$ cat src/rtl/spi_target_pkg.sv
// spi_target_pkg: opcodes, FSM state encoding and synchronizer depth shared by
// the SPI target register file and its pin synchronizer.
package spi_target_pkg;

  localparam logic [7:0] OP_WRITE = 8'h02;
  localparam logic [7:0] OP_READ  = 8'h03;
  localparam logic [7:0] OP_RDSR  = 8'h05;

  // Flip-flops between an SPI pin and the edge-detect register.
  localparam int SYNC_DEPTH = 2;

  // ST_RDSR is only reachable when SPI_TARGET_STATUS_EN is defined.
  typedef enum logic [2:0] {
    ST_IDLE   = 3'd0,
    ST_CMD    = 3'd1,
    ST_ADDR   = 3'd2,
    ST_WDATA  = 3'd3,
    ST_RDATA  = 3'd4,
    ST_IGNORE = 3'd5,
    ST_RDSR   = 3'd6
  } spi_state_t;

endpackage

$ cat src/rtl/spi_pin_sync.sv
// spi_pin_sync: SYNC_DEPTH-stage synchronizer for one asynchronous SPI pin,
// followed by a single history register that yields rise/fall pulses.
// All stages reset to 0, so a pin already low at reset release never
// produces a spurious falling edge.
module spi_pin_sync
  import spi_target_pkg::*;
(
  input  logic i_clk,
  input  logic i_rst_n,
  input  logic i_pin,
  output logic o_level,
  output logic o_rise,
  output logic o_fall
);

  logic [SYNC_DEPTH-1:0] r_sync;
  logic                  r_prev;

  // Shift the raw pin through the synchronizer and keep one cycle of history
  always_ff @(posedge i_clk or negedge i_rst_n) begin
    if (!i_rst_n) begin
      r_sync <= '0;
      r_prev <= 1'b0;
    end else begin
      r_sync <= {r_sync[SYNC_DEPTH-2:0], i_pin};
      r_prev <= r_sync[SYNC_DEPTH-1];
    end
  end

  assign o_level = r_sync[SYNC_DEPTH-1];
  assign o_rise  = o_level & ~r_prev;
  assign o_fall  = ~o_level & r_prev;

endmodule

$ cat src/rtl/spi_target_regfile.sv
// spi_target_regfile: SPI target with a 2^ADDR_W byte register file decoding
// WRITE (0x02) / READ (0x03) command frames, oversampled in the i_aclk domain.
// Optional feature macro: SPI_TARGET_STATUS_EN adds opcode 0x05 (RDSR) that
// returns the number of completed write frames modulo 256.
module spi_target_regfile
  import spi_target_pkg::*;
#(
  parameter int CPOL   = 0,
  parameter int CPHA   = 0,
  parameter int ADDR_W = 4
) (
  input  logic              i_aclk,
  input  logic              i_aresetn,
  input  logic              i_spi_sck,
  input  logic              i_spi_mosi,
  input  logic              i_spi_cs,
  output logic              o_spi_miso,
  output logic              o_spi_miso_oe,
  output logic              o_wr_strobe,
  output logic [ADDR_W-1:0] o_wr_addr,
  output logic [7:0]        o_wr_data,
  output logic              o_busy
);

  localparam int DEPTH = 1 << ADDR_W;
  localparam logic [ADDR_W-1:0] ADDR_ONE = ADDR_W'(1);

  // Pin index 0 = SCK, 1 = MOSI, 2 = CS.
  logic [2:0] w_pin_in;
  logic [2:0] w_pin_lvl;
  logic [2:0] w_pin_rise;
  logic [2:0] w_pin_fall;

  assign w_pin_in = {i_spi_cs, i_spi_mosi, i_spi_sck};

  genvar gi;
  generate
    for (gi = 0; gi < 3; gi++) begin : g_pin_sync
      spi_pin_sync u_pin_sync (
        .i_clk   (i_aclk),
        .i_rst_n (i_aresetn),
        .i_pin   (w_pin_in[gi]),
        .o_level (w_pin_lvl[gi]),
        .o_rise  (w_pin_rise[gi]),
        .o_fall  (w_pin_fall[gi])
      );
    end
  endgenerate

  // SCK level and MOSI edges carry no information for this protocol.
  logic w_unused_pins;
  assign w_unused_pins = ^{w_pin_lvl[0], w_pin_rise[1], w_pin_fall[1]};

  logic w_lead;
  logic w_trail;
  logic w_sample;
  logic w_shift;
  logic w_cs_fall;
  logic w_cs_rise;
  logic w_cs_lvl;
  logic w_mosi;

  // Leading edge is rising for CPOL=0; CPHA picks which edge samples MOSI.
  assign w_lead    = (CPOL == 0) ? w_pin_rise[0] : w_pin_fall[0];
  assign w_trail   = (CPOL == 0) ? w_pin_fall[0] : w_pin_rise[0];
  assign w_sample  = (CPHA == 0) ? w_lead  : w_trail;
  assign w_shift   = (CPHA == 0) ? w_trail : w_lead;
  assign w_cs_fall = w_pin_fall[2];
  assign w_cs_rise = w_pin_rise[2];
  assign w_cs_lvl  = w_pin_lvl[2];
  assign w_mosi    = w_pin_lvl[1];

  spi_state_t        r_state;
  logic [2:0]        r_bit_cnt;
  logic [7:0]        r_rx;
  logic [7:0]        r_tx;
  logic [ADDR_W-1:0] r_addr;
  logic              r_rd_dir;
  logic              r_miso_bit;
  logic              r_wr_pulse;
  logic [ADDR_W-1:0] r_wr_addr;
  logic [7:0]        r_wr_data;
  logic [7:0]        r_mem [DEPTH];

  logic              r_out_strobe;
  logic              r_out_miso;
  logic              r_armed;
  logic              r_busy;

  logic [7:0]        w_rx_byte;
  logic              w_byte_done;
  logic              w_tx_active;
  logic [ADDR_W-1:0] w_addr_field;

  assign w_rx_byte    = {r_rx[6:0], w_mosi};
  assign w_byte_done  = w_sample && (r_bit_cnt == 3'd7);
  assign w_tx_active  = (r_state == ST_RDATA) || (r_state == ST_RDSR);
  assign w_addr_field = w_rx_byte[ADDR_W-1:0];

`ifdef SPI_TARGET_STATUS_EN
  logic [7:0] r_frame_cnt;
  logic       r_frame_wrote;

  // Count write frames that committed at least one data byte before CS rose
  always_ff @(posedge i_aclk or negedge i_aresetn) begin
    if (!i_aresetn) begin
      r_frame_cnt   <= 8'd0;
      r_frame_wrote <= 1'b0;
    end else begin
      if (w_cs_fall) begin
        r_frame_wrote <= 1'b0;
      end else if (r_wr_pulse) begin
        r_frame_wrote <= 1'b1;
      end
      if (w_cs_rise && r_frame_wrote) begin
        r_frame_cnt   <= r_frame_cnt + 8'd1;
        r_frame_wrote <= 1'b0;
      end
    end
  end
`endif

  // Command FSM with serial shift registers, register file and write capture
  always_ff @(posedge i_aclk or negedge i_aresetn) begin
    if (!i_aresetn) begin
      r_state    <= ST_IDLE;
      r_bit_cnt  <= 3'd0;
      r_rx       <= 8'd0;
      r_tx       <= 8'd0;
      r_addr     <= '0;
      r_rd_dir   <= 1'b0;
      r_miso_bit <= 1'b0;
      r_wr_pulse <= 1'b0;
      r_wr_addr  <= '0;
      r_wr_data  <= 8'd0;
      for (int i = 0; i < DEPTH; i++) begin
        r_mem[i] <= 8'd0;
      end
    end else begin
      r_wr_pulse <= 1'b0;
      if (w_cs_rise) begin
        // Frame end: any partial byte is simply dropped.
        r_state    <= ST_IDLE;
        r_miso_bit <= 1'b0;
      end else begin
        if (w_sample && (r_state != ST_IDLE)) begin
          r_rx      <= w_rx_byte;
          r_bit_cnt <= r_bit_cnt + 3'd1;
        end
        if (w_shift && (r_state != ST_IDLE)) begin
          if (w_tx_active) begin
            r_miso_bit <= r_tx[7];
            r_tx       <= {r_tx[6:0], 1'b0};
          end else begin
            r_miso_bit <= 1'b0;
          end
        end
        case (r_state)
          ST_IDLE: begin
            // A falling edge implies CS was seen high since reset.
            if (w_cs_fall) begin
              r_state    <= ST_CMD;
              r_bit_cnt  <= 3'd0;
              r_miso_bit <= 1'b0;
            end
          end
          ST_CMD: begin
            if (w_byte_done) begin
              case (w_rx_byte)
                OP_WRITE: begin
                  r_state  <= ST_ADDR;
                  r_rd_dir <= 1'b0;
                end
                OP_READ: begin
                  r_state  <= ST_ADDR;
                  r_rd_dir <= 1'b1;
                end
`ifdef SPI_TARGET_STATUS_EN
                OP_RDSR: begin
                  r_state <= ST_RDSR;
                  r_tx    <= r_frame_cnt;
                end
`endif
                default: r_state <= ST_IGNORE;
              endcase
            end
          end
          ST_ADDR: begin
            if (w_byte_done) begin
              if (r_rd_dir) begin
                r_tx    <= r_mem[w_addr_field];
                r_addr  <= w_addr_field + ADDR_ONE;
                r_state <= ST_RDATA;
              end else begin
                r_addr  <= w_addr_field;
                r_state <= ST_WDATA;
              end
            end
          end
          ST_WDATA: begin
            if (w_byte_done) begin
              r_mem[r_addr] <= w_rx_byte;
              r_wr_pulse    <= 1'b1;
              r_wr_addr     <= r_addr;
              r_wr_data     <= w_rx_byte;
              r_addr        <= r_addr + ADDR_ONE;
            end
          end
          ST_RDATA: begin
            if (w_byte_done) begin
              r_tx   <= r_mem[r_addr];
              r_addr <= r_addr + ADDR_ONE;
            end
          end
`ifdef SPI_TARGET_STATUS_EN
          ST_RDSR: begin
            if (w_byte_done) begin
              r_tx <= r_frame_cnt;
            end
          end
`endif
          ST_IGNORE: begin
            r_state <= ST_IGNORE;
          end
          default: r_state <= ST_IDLE;
        endcase
      end
    end
  end

  // Output stage: strobe and MISO registered once more, busy tracks CS
  always_ff @(posedge i_aclk or negedge i_aresetn) begin
    if (!i_aresetn) begin
      r_out_strobe <= 1'b0;
      r_out_miso   <= 1'b0;
      r_armed      <= 1'b0;
      r_busy       <= 1'b0;
    end else begin
      r_out_strobe <= r_wr_pulse;
      r_out_miso   <= r_miso_bit;
      if (w_cs_lvl) begin
        r_armed <= 1'b1;
      end
      r_busy <= r_armed & ~w_cs_lvl;
    end
  end

  assign o_spi_miso    = r_out_miso;
  assign o_spi_miso_oe = r_busy;
  assign o_busy        = r_busy;
  assign o_wr_strobe   = r_out_strobe;
  assign o_wr_addr     = r_wr_addr;
  assign o_wr_data     = r_wr_data;

endmodule
$ cat config.mk
export PLATFORM = sky130hd
export DESIGN_NAME = spi_target_regfile
export DESIGN_NICKNAME = d
export VERILOG_FILES = /design/src/rtl/spi_target_pkg.sv /design/src/rtl/spi_pin_sync.sv /design/src/rtl/spi_target_regfile.sv
export SDC_FILE = /design/constraint.sdc
export NUM_CORES = 1
export LEC_CHECK = 0
export BUFFER_PORTS_ARGS = -buffer_cell sky130_fd_sc_hd__clkbuf_2
export CORE_MARGIN = 2
export CORE_UTILIZATION = 46
export DETAILED_ROUTE_END_ITERATION = 8
export PLACE_DENSITY = 0.73
export REMOVE_ABC_BUFFERS = 1
export SLEW_MARGIN = 20
export SYNTH_ARGS = -nofsm -noshare
export SYNTH_HDL_FRONTEND = slang
export SYNTH_SLANG_ARGS = --single-unit
$ cat constraint.sdc
create_clock -name i_aclk -period 2.9 [get_ports i_aclk]
set_input_delay 0.58 -clock i_aclk [delete_from_list [all_inputs] [get_ports i_aclk]]
set_output_delay 0.58 -clock i_aclk [all_outputs]
set_load 0.02 [all_outputs]
Word-level counts from Yosys, hierarchy flattened
Index checks and enable logic that the tools add are counted.
Operators by class
  equality and inequality tests: 15
  bitwise operators: 12
  reduce and logical (&&, ||, !) cells: 16
  magnitude comparators: 3
  add/subtract/negate cells: 3
  muxes and demuxes: 38
Operator list (count)
  $bwmux 128: 1
  $mux 8: 10
  $bmux 8 s4: 2
  $demux 8 s4: 1
  $mux 3: 9
  $eq 8x2->1 const B: 2
  $pmux 8 s2: 1
  $pmux 3 s5: 1
  $eq 3x3->1 const B: 4
  $mux 4: 3
  $reduce_and 4->1: 3
  $ge 5x5->1 const B: 2
  $not 4->5: 2
  $add 4x1->4 const B: 2
  $mux 1: 8
  $pmux 4 s2: 1
  $eq 3x2->1 const B: 2
  $ne 3x2->1 const B: 2
  $and 1x1->1: 5
  $lt 5x1->1 const B: 1
  $not 1->1: 5
  $logic_and 1x1->1: 4
  $ne 2x1->1 const B: 2
  $reduce_bool 2->1: 2
  11 further kinds: 12
Word-level totals
  bits of input ports: 5
  register bits after elaboration: 180
  output and inout port bits: 16
  logic and storage cells: 122

Depth between registers and ports, before layout
Gate-level depths: netlist of the first run.
  depth after elaboration: 7
  depth in mapped cells: 9
  gate-level depth less buffers: 7

Modules after synthesis
From an unflattened synthesis of the first run, not the netlist that was laid out.
Unflattened totals
  cell total of the unflattened synthesis: 718
  area, all modules: 9804.4 µm²
By module, submodules not included
  spi_target_regfile: area each 9534.1 µm², times used 1, cells each 703, sequential area each 4304.1 µm²
  spi_pin_sync: area each 90.1 µm², times used 3, cells each 5, sequential area each 75.1 µm²

Worst setup path after synthesis of the first run
OpenSTA, ideal clock, no wires.
  path kind: register to register
  from: register r_bit_cnt[0]
  to: register r_mem[0] in the netlist's numbering
  required time: 2.775 ns
  arrival time: 1.932 ns
  cell stages (with the launch flop): 10
  period minus slack after synthesis: 2.057 ns
  slack: 0.843 ns
  buffers on the path: 2
  library setup time: 0.125 ns
  cells stage by stage: dfrtp_1 > ha_1 > ha_1 > and3b_1 > and4_1 > buf_6 > and2_4 > buf_12 > nand2_8 > mux2_4
On the way
  word-level cells in the longest chain between the ends: 3
RTL lines
  start: declaration: line spi_target_regfile.sv:74  | logic [2:0] r_bit_cnt;
  start signal: assignment: line spi_target_regfile.sv:148  | r_bit_cnt <= r_bit_cnt + 3'd1;
  $eq 3x3->1: line spi_target_regfile.sv:96  | assign w_byte_done = w_sample && (r_bit_cnt == 3'd7);
  $logic_and 1x1->1: line spi_target_regfile.sv:96
  $reduce_and 3->1 (no line)
  end signal: indexed assignment: line spi_target_regfile.sv:202  | r_mem[r_addr] <= w_rx_byte;
  end: declaration: line spi_target_regfile.sv:83  | logic [7:0] r_mem [DEPTH];
Every way passes these cells.
A chain may end at the register's enable or synchronous reset.

Worst setup path after layout of the first run
  from: register r_bit_cnt[0]
  to: register r_mem[55] in the netlist's numbering
The elaborated chain is that of the path after synthesis.

==> results of run 1 <==
-- synthesized netlist by cell type, types with 2 or more instances --
cell type / instances
a22oi_1: 13
nor2_1: 22
a21oi_1: 11
nand2_1: 29
clkbuf_1: 24
nand4_1: 2
o211ai_1: 6
o21ai_0: 27
nor2b_1: 7
a22o_1: 6
mux2_2: 110
mux4_1: 19
nand2_8: 4
inv_1: 5
nor3b_1: 2
o22ai_1: 2
mux2_4: 32
buf_6: 3
nor3_1: 7
and4bb_2: 2
buf_4: 4
buf_2: 13
buf_12: 2
nand3_2: 12
a221oi_1: 4
nand3_1: 6
a2111oi_0: 2
nand3b_1: 2
or4_1: 2
a21boi_1: 4
mux2i_1: 10
mux4_2: 44
dfrtp_1: 180
nand2b_1: 5
xnor2_1: 3
buf_1: 3
ha_1: 8
-- through the flow --
stage | total power [mW] | setup WS [ns] | area (µm²) | hold slack [ns]
5_1_grt | 6.66 | 0.350 | 10500 | 0.186
3_5_place_dp | 3.98 | 0.517 | 9890 | 0.336
6_report | 6.43 | 0.420 | 10500 | 0.124
4_1_cts | 6.43 | 0.483 | 10500 | 0.160
3_3_place_gp | 3.95 | 0.540 | 9890 | 0.332
2_1_floorplan | 3.52 | -0.0469 | 9220 | 0.284
-- layer usage --
metal	global-route usage (%)	part of all wire [%]	vias to the layer above
met5	0	0	-
met4	8.61	3.4	0
met3	5.83	7.8	59
met2	35.8	48	284
met1	30.5	41	3197
li1	-	-	2539
-- critical path, stage by stage (launching register included) --
cell     delay (ns)
dfrtp_1        0.37
ha_1           0.16
ha_1           0.16
and3b_1        0.23
and4_1         0.38
buf_4          0.26
nand3_2        0.37
mux2_2         0.41
-- report_power, final --
| group | switching (mW) | leakage (nW) | internal (mW) |
|---|---|---|---|
| combinational | 0.532 | 2.07 | 0.466 |
| clock | 1.02 | 0.291 | 1.46 |
| sequential | 0.369 | 2.47 | 2.58 |
| total | 1.93 | 4.84 | 4.50 |
-- cells by family (layout without fill, tap and decap cells) --
group                      after synthesis  after routing
and+or+nand+nor                        112            112
xor gates and xnor gates                 3              3
muxes                                  215            215
adders and majority gates                8              8
AOI/OAI and AO/OA                       83             83
DFF                                    180            180
buffers and inverters                   56             79
-- path summary, 6_finish.rpt --
check                                                      to  slack [ns]                                from
max                                                 r_mem[55]        0.42                        r_bit_cnt[0]
min                                               o_wr_strobe        0.12                           i_aresetn
max reg2reg                                         r_mem[55]        0.42                        r_bit_cnt[0]
min reg2reg                g_pin_sync[0].u_pin_sync.r_sync[1]        0.35  g_pin_sync[0].u_pin_sync.r_sync[0]
max in group asynchronous                           r_mem[20]        1.99                           i_aresetn
min in group i_aclk        g_pin_sync[2].u_pin_sync.r_sync[0]        0.25                            i_spi_cs
-- flip-flops by register name (all words and copies together) (netlist names), 2 cells and up --
name	cells
r_mem	128
o_wr_data	8
r_tx	8
r_rx	7
g_pin_sync.u_pin_sync.r_sync	6
o_wr_addr	4
r_addr	4
r_bit_cnt	3
r_state	3
g_pin_sync.u_pin_sync.r_prev	2
-- final cells by class --
| class | instances | area [µm²] |
|---|---|---|
| tap | 270 | 338 |
| inverter | 5 | 18.8 |
| timing repair buffer | 42 | 322 |
| sequential | 180 | 4510 |
| multi-input combinational | 421 | 4710 |
| clock inverter | 14 | 200 |
| fill | 1617 | 9710 |
| clock buffer | 18 | 429 |
-- cell usage in the layout, fill, tap and decap left out, types with 18 or more instances in the layout --
| master | netlist | final |
|---|---|---|
| o21ai_0 | 27 | 27 |
| nand2_1 | 29 | 29 |
| buf_4 | 4 | 18 |
| dfrtp_1 | 180 | 177 |
| mux2_4 | 32 | 32 |
| clkbuf_2 | 1 | 19 |
| nor2_1 | 22 | 22 |
| mux2_2 | 110 | 110 |
| mux4_1 | 19 | 19 |
| mux4_2 | 44 | 44 |
==> flow_summary.toml, run 1 <==
[global_routing]
grt_max_degree = 68
grt_pass1_wl_um = 37600
antenna_found_initial = 0
grt_overflow = 0
grt_pass1_vias = 6368
track_usage_pct = 22.7

[min_path]
hp-class = "primary input to async pin"

[outcome]
status = "finished clean"

[timing]
skew_ns = 0.00952
grt_setup_unrepaired = "false"
slew_headroom_pct = 43.1
fmax_ghz = 0.403
hold_viol_final = 0
setup-tns-final_ns = 0
tightest_slew_ns = 0.853
setup_viol = 0
period_needed_ns = 2.48
period_share_pct = 85.5
final_max_slew_viol_count = 0

[drt]
wl_um = 23600
vias = 6079
avgRoutedWirePerCell_um = 24.8
drc_errors = 0
avgViaCountPerCell = 6.40
drt_iter0_drc = 570
ant_nets = 0
first_pass_iters = 5

[logic_synthesis]
synthesis.area_um2 = 9510
ys_types = 57
synth.avg_cell_area_um2 = 14.5
synth_top_family_by_area = "multiplexers"
synth_seq_cells = 180
synthArstFlopShare_pct = 100
synth_edf_count = 0
synth_top_area_share_pct = 47.4
synth_mux_area_share_pct = 34.8
synth_warnings = 0
synth_xor_area_share_pct = 0.276
synth_flop_cell = "dfrtp_1"
synth-compound-area-share_pct = 5.74
synthAdderAreaFrac_pct = 1.05
synth-simple-area-share_pct = 7.51
yosys.area.top_type = "dfrtp_1"
synth.area.top_cells = "dfrtp_1 (47%), mux2_2 (13%), mux4_2 (10%), mux4_1 (5.3%), mux2_4 (5.1%)"
ys_seq_area_share_pct = 47.4
netlist_instances = 657

[clock_tree]
numCtsBuffers = 17
clk_pin_slew_worst_paths_ns = 0.07
cts-resized-gates = 0
clockBufferDepth = 2
cts_root_buffer = "clkbuf_16"
cts_hold_buffers = 0
clock-sinks = 180
htree_levels = 4
clock_latency_ns = 0.43
cts_tree = "built"
postCtsSetupBuffers = 0

[critical_path]
start_kind = "flip-flop"
r2r_cells = 7
endpoint_kind = "flip-flop"
cp.required_ns = 3.21
critPathKind = "flip-flop to flip-flop"
worstPathArrival_ns = 2.79
crit_fanout = 9

[pwr]
irDropWorstVdd_v = 0.000598
power_leakage_nw = 4.84
p_per_area_nw_per_um2 = 611

[placed_design]
dp_cells = 918
place_hpwl_um = 15300
port_buffers = 20
gp_congestion = 0.877

[finish]
diodes = 0
fin_util_pct = 52.0
area_growth_pct = 10.7
drive_gt1_share_pct = 41.9
finalNonFillerCells = 950
final_nets = 680

[floorplan]
start_util_pct = 47.0
die_w_um = 148
rows = 52
core_um2 = 20200
die-area_um2 = 21800
die_h_um = 148
ioPinCount = 21

[job]
max_cap_violations = 0
Power figures use the tool's default switching activity.
==> run 2, diff against run 1 <==
--- a/config.mk
+++ b/config.mk
@@ -9,7 +9,7 @@
 export CORE_MARGIN = 2
 export CORE_UTILIZATION = 46
 export DETAILED_ROUTE_END_ITERATION = 8
-export PLACE_DENSITY = 0.73
+export PLACE_DENSITY = 0.65
 export REMOVE_ABC_BUFFERS = 1
 export SLEW_MARGIN = 20
 export SYNTH_ARGS = -nofsm -noshare
==> flow_summary.toml, run 2 (synthesized netlist as in run 1, its figures left out) <==
[critical_path]
start_kind = "flip-flop"
crit_fanout = 8
endpoint_kind = "flip-flop"
cp.required_ns = 3.19
worstPathArrival_ns = 2.86
critPathKind = "flip-flop to flip-flop"

[timing]
final_max_slew_viol_count = 0
period_share_pct = 88.7
skew_ns = 0.00920
hold_viol_final = 0
fmax_ghz = 0.389
setup_viol = 0
slew_headroom_pct = 37.9
period_needed_ns = 2.57
tightest_slew_ns = 0.908
grt_setup_unrepaired = "false"
setup-tns-final_ns = 0

[pwr]
intPower_mw = 4.22
clock_power_share_pct = 36.4
p_per_area_nw_per_um2 = 595
comb_power_share_pct = 16.3
irDropWorstVdd_v = 0.000413
p_switching_mw = 2.02
p_seq_share_pct = 47.2
power_leakage_nw = 4.84
swShare_pct = 32.4
finalPower_mw = 6.25

[floorplan]
core_um2 = 20200
rows = 52
die-area_um2 = 21800
die_h_um = 148
ioPinCount = 21
start_util_pct = 47.0
die_w_um = 148

[clock_tree]
clockBufferDepth = 2
cts_hold_buffers = 0
clock-sinks = 180
clock_latency_ns = 0.43
clk_pin_slew_worst_paths_ns = 0.07
htree_levels = 4
numCtsBuffers = 17
cts-resized-gates = 0
postCtsSetupBuffers = 0
cts_root_buffer = "clkbuf_16"
cts_tree = "built"

[drt]
first_pass_iters = 4
wl_um = 23400
drc_errors = 0
avgViaCountPerCell = 6.31
drt_iter0_drc = 440
avgRoutedWirePerCell_um = 24.6
vias = 6010
ant_nets = 0

[global_routing]
antenna_found_initial = 0
grt_pass1_wl_um = 37800
grt_pass1_vias = 6262
grt_overflow = 0
grt_max_degree = 78
track_usage_pct = 22.9

[placed_design]
placed_cell_area_um2 = 9920
port_buffers = 20
gp_congestion = 0.868
place_hpwl_um = 15400

[min_path]
hp-class = "primary input to async pin"

[finish]
layout_common_cells = "dfrtp_1 (177), mux2_2 (110), mux4_2 (44)"
final_nets = 683
area_growth_pct = 10.5
final_area_um2 = 10500
final_common_cell = "dfrtp_1"
drive_gt1_share_pct = 42.3
largest_reg_flops = 128
regMostFlops = "r_mem"
diodes = 0

[outcome]
status = "finished clean"

[job]
max_cap_violations = 0
-- run 2: routing by layer --
metal,share of wire (%),vias up,GRT usage [%]
met5,0,-,0
met4,3.0,0,9.18
met3,5.0,47,4.51
met2,48,218,35.7
met1,44,3189,32.0
li1,-,2556,-
-- run 2: layout make-up --
| type | count | area (µm²) |
|---|---|---|
| Clock buffer | 17 | 425 |
| Clock inverter | 15 | 159 |
| Fill cell | 1635 | 9730 |
| Inverter | 5 | 18.8 |
| Multi-Input combinational cell | 421 | 4700 |
| Sequential cell | 180 | 4510 |
| Tap cell | 270 | 338 |
| Timing Repair Buffer | 45 | 357 |
-- run 2: worst max-delay path, cell delays in order (launching register included) --
cell and delay (ns):
dfrtp_1 0.36, ha_1 0.15, ha_1 0.16, nand3b_1 0.19, a2111oi_0 0.77, nor2_1 0.33, a221oi_1 0.33, o211ai_1 0.14
-- run 2: worst paths after layout --
check | cells after the start | slack, ns | end | from
worst min-delay path | 1 | 0.1 | r_mem[59] | i_aresetn
min in group i_aclk | 1 | 0.25 | g_pin_sync[0].u_pin_sync.r_sync[0] | i_spi_sck
max in group asynchronous | 2 | 2.00 | r_rx[0] | i_aresetn
worst min register to register | 0 | 0.35 | o_wr_strobe | r_wr_pulse
worst max-delay path | 7 | 0.33 | r_tx[2] | r_bit_cnt[0]
worst max register to register | 7 | 0.33 | r_tx[2] | r_bit_cnt[0]
-- run 2: power groups by stage --
stage | registers (mW) | clock network [mW] | logic, mW
2_1_floorplan | 3.01 | 0 | 0.518
3_3_place_gp | 2.99 | 0 | 1.01
3_5_place_dp | 3.00 | 0 | 1.03
4_1_cts | 2.95 | 2.31 | 1.04
5_1_grt | 2.98 | 2.43 | 1.12
6_report | 2.95 | 2.28 | 1.02
-- run 2: through the flow --
| step | util [%] | hold slack [ns] | instances | setup slack, ns |
|---|---|---|---|---|
| 6_report | 51.9 | 0.0965 | 953 | 0.329 |
| 2_1_floorplan | - | 0.284 | 606 | -0.0469 |
| 4_1_cts | 51.9 | 0.102 | 953 | 0.405 |
| 3_5_place_dp | 49.0 | 0.336 | 921 | 0.426 |
| 3_3_place_gp | 49.0 | 0.334 | 921 | 0.464 |
| 5_1_grt | 51.9 | 0.120 | 953 | 0.217 |
